--- src/rtl/priority_controller_pkg.sv ---
// Shared types for execute-stage result arbitration: mux select codes, unit bit indices, index-to-select mapping.
package priority_controller_pkg;

  localparam int NUM_EXE_UNITS = 9;
  localparam int UNIT_IDX_W    = $clog2(NUM_EXE_UNITS);

  typedef enum logic [3:0] {
    DEFAULT_unit  = 4'd0,
    ALU_unit      = 4'd1,
    FP_unit       = 4'd2,
    MUL_unit      = 4'd3,
    DIV_unit      = 4'd4,
    FMUL_unit     = 4'd5,
    FDIV_unit     = 4'd6,
    FADD_SUB_unit = 4'd7,
    FSQRT_unit    = 4'd8,
    R4_unit       = 4'd9
  } priority_t;

  // Bit positions in unit_valid_i / grant_o / unit_stall_o; lower index means higher priority.
  typedef enum logic [UNIT_IDX_W-1:0] {
    FDIV_IDX     = 4'd0,
    FMUL_IDX     = 4'd1,
    FADD_SUB_IDX = 4'd2,
    DIV_IDX      = 4'd3,
    MUL_IDX      = 4'd4,
    FP_IDX       = 4'd5,
    ALU_IDX      = 4'd6,
    FSQRT_IDX    = 4'd7,
    R4_IDX       = 4'd8
  } unit_idx_e;

  function automatic priority_t idx2psel(input logic [UNIT_IDX_W-1:0] idx);
    priority_t p;
    p = DEFAULT_unit;
    case (unit_idx_e'(idx))
      FDIV_IDX:     p = FDIV_unit;
      FMUL_IDX:     p = FMUL_unit;
      FADD_SUB_IDX: p = FADD_SUB_unit;
      DIV_IDX:      p = DIV_unit;
      MUL_IDX:      p = MUL_unit;
      FP_IDX:       p = FP_unit;
      ALU_IDX:      p = ALU_unit;
      FSQRT_IDX:    p = FSQRT_unit;
      R4_IDX:       p = R4_unit;
      default:      p = DEFAULT_unit;
    endcase
    return p;
  endfunction

endpackage

--- src/rtl/priority_controller_age_counter.sv ---
// Saturating per-unit age counter; clr beats hold beats inc, saturated flag is a pure decode of the count.
// One-cycle update latency; hold freezes the count while the downstream register is not accepting.
module prio_age_counter #(
  parameter int LIMIT = 8
) (
  input  logic clk,
  input  logic reset_n,
  input  logic clr,
  input  logic hold,
  input  logic inc,
  output logic saturated
);

  localparam int W = $clog2(LIMIT + 1);

  logic [W-1:0] age;

  always_ff @(posedge clk or negedge reset_n) begin
    if (!reset_n) begin
      age <= '0;
    end else if (clr) begin
      age <= '0;
    end else if (!hold && inc && !saturated) begin
      age <= age + 1'b1;
    end
  end

  assign saturated = (age == W'(LIMIT));

endmodule

--- src/rtl/priority_controller.sv ---
// Fixed-priority arbiter over the nine execute producers with age-based promotion of starved units.
// Zero-cycle valid-to-select; on downstream stall every valid unit is held and ages freeze, flush kills all.
module priority_controller
  import priority_controller_pkg::*;
#(
  parameter int NUM_UNITS    = NUM_EXE_UNITS,
  parameter int STARVE_LIMIT = 8
) (
  input  logic                 clk,
  input  logic                 reset_n,
  input  logic [NUM_UNITS-1:0] unit_valid_i,
  input  logic                 downstream_stall_i,
  input  logic                 flush_i,
  output priority_t            p_sel_o,
  output logic [NUM_UNITS-1:0] grant_o,
  output logic [NUM_UNITS-1:0] unit_stall_o
);

  logic [NUM_UNITS-1:0]  sat;
  logic [NUM_UNITS-1:0]  starving;
  logic [NUM_UNITS-1:0]  pick_set;
  logic [NUM_UNITS-1:0]  win_onehot;
  logic                  win_vld;
  logic [UNIT_IDX_W-1:0] win_idx;
  logic                  grant_vld;

  assign starving = unit_valid_i & sat;
  assign pick_set = (|starving) ? starving : unit_valid_i;

  // Scan from the top so the lowest set index is the last one written.
  always_comb begin
    win_vld = 1'b0;
    win_idx = '0;
    for (int i = NUM_UNITS - 1; i >= 0; i--) begin
      if (pick_set[i]) begin
        win_vld = 1'b1;
        win_idx = UNIT_IDX_W'(i);
      end
    end
  end

  assign win_onehot = win_vld ? (NUM_UNITS'(1) << win_idx) : '0;
  assign grant_vld  = reset_n && win_vld && !downstream_stall_i && !flush_i;

  assign grant_o      = grant_vld ? win_onehot : '0;
  assign p_sel_o      = (!reset_n || flush_i || !win_vld) ? DEFAULT_unit : idx2psel(win_idx);
  // A stalled cycle has no grant, so this also holds every valid unit during downstream stall.
  assign unit_stall_o = (!reset_n || flush_i) ? '0 : (unit_valid_i & ~grant_o);

  for (genvar g = 0; g < NUM_UNITS; g++) begin : g_age
    prio_age_counter #(
      .LIMIT (STARVE_LIMIT)
    ) u_age (
      .clk       (clk),
      .reset_n   (reset_n),
      .clr       (flush_i || !unit_valid_i[g] || grant_o[g]),
      .hold      (downstream_stall_i),
      .inc       (1'b1),
      .saturated (sat[g])
    );
  end

endmodule

--- config.mk ---
export PLATFORM = sky130hd
export DESIGN_NAME = priority_controller
export DESIGN_NICKNAME = d
export VERILOG_FILES = /design/src/rtl/priority_controller_pkg.sv /design/src/rtl/priority_controller_age_counter.sv /design/src/rtl/priority_controller.sv
export SDC_FILE = /design/constraint.sdc
export NUM_CORES = 1
export LEC_CHECK = 0
export CORE_ASPECT_RATIO = 2
export CORE_UTILIZATION = 45
export DETAILED_ROUTE_END_ITERATION = 8
export DONT_BUFFER_PORTS = 1
export GPL_TIMING_DRIVEN = 0
export PLACE_DENSITY = 0.56
export SLEW_MARGIN = 40
export SYNTH_ARGS = -nofsm -noshare
export SYNTH_HDL_FRONTEND = slang
export SYNTH_SLANG_ARGS = --single-unit
--- constraint.sdc ---
create_clock -name clk -period 5.8 [get_ports clk]
set_clock_uncertainty 0.15 [all_clocks]
set_input_delay 0.29 -clock clk [delete_from_list [all_inputs] [get_ports clk]]
set_output_delay 0.29 -clock clk [all_outputs]
set_load 0.02 [all_outputs]
==> flow_metrics.tcl <==
set metrics [dict create \
    tritoncts_clock_tree "done" \
    path_cells "inv_1, ha_1, and4b_1, a2111o_2, nor3_4, o32a_1, nor2_1, o311ai_0, ha_1, nor2b_1, nand2_1, a211oi_2, nor2_1" \
    worstPathBufferInverterCount 1 \
    min_period_ns 5.171 \
    p_leak_uw 0.001282 \
    fin_worst_hold_slack_ns 0.01524 \
    io_pins 35 \
    internal_power_uw 440.8 \
    final_area_um2 3161 \
    crit_path_top_delay_cell "a211oi_2" \
    initial_core_util_pct 47.19 \
    synthesis_warning_total 0 \
    firstDrtPassIters 4 \
    mean_syn_cell_area_um2 9.370 \
    dp.final_hpwl_mm 5.580 \
    number_of_cell_instances_on_the_worst_register_to_register_path 13 \
    period_share_pct 89.15 \
    vias_in_the_first_global_route 2430 \
    root_buffer "clkbuf_16" \
    cts.clk_slew.worst_paths_ns 0.05 \
    global_route.overflow_total 0 \
    fin_nets 350 \
    dr_total_vias 2336 \
    result_of_the_run "finished, final reports clean" \
    grt_max_degree 37 \
    syn-num-nets 340 \
    row_count 40 \
    crit_path_start "g_age[5].u_age.age[0]" \
    rsz0062_at_grt "false" \
    postRouteWirelength_mm 7.292 \
    drt_iter0_drc 61 \
    ys_seq_area_share_pct 31.52 \
    maxClockFrequency_ghz 0.1934 \
    arrival_ns 4.73 \
    mappedNetlistArea_um2 2858 \
    numClockSinks 36 \
    avgRoutedWirePerCell_um 18.28 \
    cap_viol_max_count 0 \
    core_area_um2 6056 \
    placedInstanceArea_um2 2972 \
    regArea_um2 900.9 \
    number_of_register_bits_inferred_by_synthesis 36 \
    maxSlewHeadroom_pct 46.67 \
    worst_r2r_endpoint "g_age[4].u_age.age[0]" \
    cts_resized 0 \
    die_h_um 114.7 \
    min-delay-path-class "primary input to flip-flop" \
    endpoint_kind "output pin" \
    synth_edf_count 0 \
    die_x_um 58.35 \
    worst-slew-pin-transition_ns 0.7951 \
    port_buffers 0 \
    switchingPower_uw 162.1 \
    htreeDepth 2 \
    maximum_cell_stage_delay_along_the_critical_path_ns 0.60 \
    fill_cells 591 \
    die_area_um2 6693 \
    grt.total_usage_pct 24.08 \
    multi_input_comb_area_um2 1826 \
    power_density_nw_per_um2 190.8 \
    synth_cell_types 52 \
    initial_antenna_violation_count 0 \
    clk_latency_ns 0.29 \
    largest_reg_flops 36 \
    cts_made_buffers 5 \
    critical_path_depth 13 \
    post_drt_via_cell_ratio 5.855 \
    path_delay_family "compound AO/OA/AOI/OAI gates" \
    post-cts-setup-buffer-count 0 \
    regToRegSetupSlack_ns 1.20 \
    synthFlopType "dfrtp_1" \
    maxSlewViolCount 0 \
    p_sw_share_pct 26.89 \
    final_layout_size_suffix_gt1_share_pct 6.667 \
    first_pass_grt_wire_length_mm 11.99 \
    largest_register "g_age.u_age.age" \
    drc_violations_left 0 \
    cp_data_required_time_ns 5.36 \
    count_of_antenna_violating_nets_left_after_detailed_routing 0 \
    sequentialPowerShare_pct 43.1 \
    top_regs "g_age.u_age.age (36)" \
    irDropWorstVdd_v 0.0001420 \
    async_flop_share_pct 100.0 \
    cts_max_path_buffers 2 \
    antenna_cells_inserted 0 \
    netlist_instances 305 \
    critical_path_capture_point "unit_stall_o[4]" \
    critPathLaunchType "flip-flop" \
    critical_path.max_fanout 6 \
    synthToLayoutAreaGrowth_pct 10.60 \
    crit_type "flip-flop to output pin" \
    timing.final.setup_violations 0 \
    timing.final.hold_violations 0 \
    clockPowerShare_pct 42.8 \
    finalPower_uw 602.9 \
    timing.rr.start "g_age[5].u_age.age[0]" \
    setup_total_negative_slack_ns 0 \
    gp_congestion 0.9262 \
    comb_power_share_pct 14.1 \
]
-- power groups by stage --
stage	clock network, uW	logic [uW]	registers [uW]
after global placement	0	76.4	264
after CTS	266	85.4	260
after detailed placement	0	76.7	264
after global routing	277	94.3	260
after floorplan	0	60.2	263
final	258	84.8	260
-- layer usage --
metal | track usage [%] | wire (um) | vias up
li1 | - | - | 1135
met1 | 24.32 | 2716 | 1132
met2 | 44.52 | 3968 | 48
met3 | 5.311 | 312 | 21
met4 | 12.38 | 295 | 0
met5 | 0 | 0 | -
-- final cells by class --
| class | instances | area share [%] |
|---|---|---|
| Clock buffer | 5 | 3.959 |
| Clock inverter | 2 | 0.3959 |
| Timing Repair Buffer | 3 | 1.267 |
| Multi-Input combinational cell | 229 | 57.76 |
| Sequential cell | 36 | 28.50 |
| Tap cell | 84 | 3.325 |
| Buffer | 9 | 1.108 |
| Inverter | 31 | 3.682 |
-- placed cells by master (no fill, tap or decap), drive strengths merged, types with 3 or more instances in the layout --
cell type  instances
or4                5
a211oi             9
and4b              7
nor3              13
xnor2             15
mux2i              8
nor2b              8
ha                22
xor2               8
buf                3
nand3              5
nor2              22
a21boi             3
nand2b            10
nor4               6
a21oi             10
and3b              3
a2111oi            4
a31oi              7
inv               31
o21ai              7
nand2             13
clkbuf            12
dfrtp             36
nor4b              7
and2               5
nand4b             7
-- worst min-delay path by stage --
stage / startpoint / end / slack, ns / cells past startpoint
4_1_cts: unit_valid_i[4] / g_age[4].u_age.age[3] / 0.01 / 1
5_1_grt: unit_valid_i[4] / g_age[4].u_age.age[0] / 0.01 / 1
6_report: unit_valid_i[4] / g_age[4].u_age.age[3] / 0.02 / 1
3_3_place_gp: reset_n / g_age[1].u_age.age[2] / -0.15 / 0
3_5_place_dp: reset_n / g_age[1].u_age.age[2] / -0.15 / 0
2_1_floorplan: reset_n / g_age[0].u_age.age[0] / -0.16 / 0
-- through the flow --
step                setup WS (ns)  cells  utilization (%)
floorplan                   1.546    305                -
global placement           0.8452    389            48.93
detailed placement          1.042    389            49.07
CTS                        0.7339    399            52.00
global route               0.3955    399            52.19
finish                     0.6292    399            52.19
-- what timing repair did --
item / in CTS / in global routing
hold endpoints to repair: 37 / 0
hold buffers: 3 / 0
endpoints found under the setup margin: 0 / 0
-- synth_stat cells, types with 8 or more instances --
library cell | count | area, um^2
nand2_1 | 13 | 48.80
a211oi_1 | 8 | 60.06
ha_1 | 22 | 275.3
a21oi_1 | 10 | 50.05
inv_1 | 31 | 116.4
dfrtp_1 | 36 | 900.9
nor2_1 | 22 | 82.58
nand2b_1 | 10 | 62.56
xor2_1 | 8 | 70.07
xnor2_1 | 15 | 131.4
nor2b_1 | 8 | 50.05
mux2i_1 | 8 | 80.08
nor3_1 | 12 | 60.06
-- cells by family after synthesis --
kind of cell / synth area share (%)
xor gates and xnor gates: 7.049
muxes: 2.802
DFF: 31.52
adders and majority gates: 9.632
AOI/OAI and AO/OA: 18.39
buffers and inverters: 5.298
and+or+nand+nor: 25.31
(Power assumes the default switching activity.)
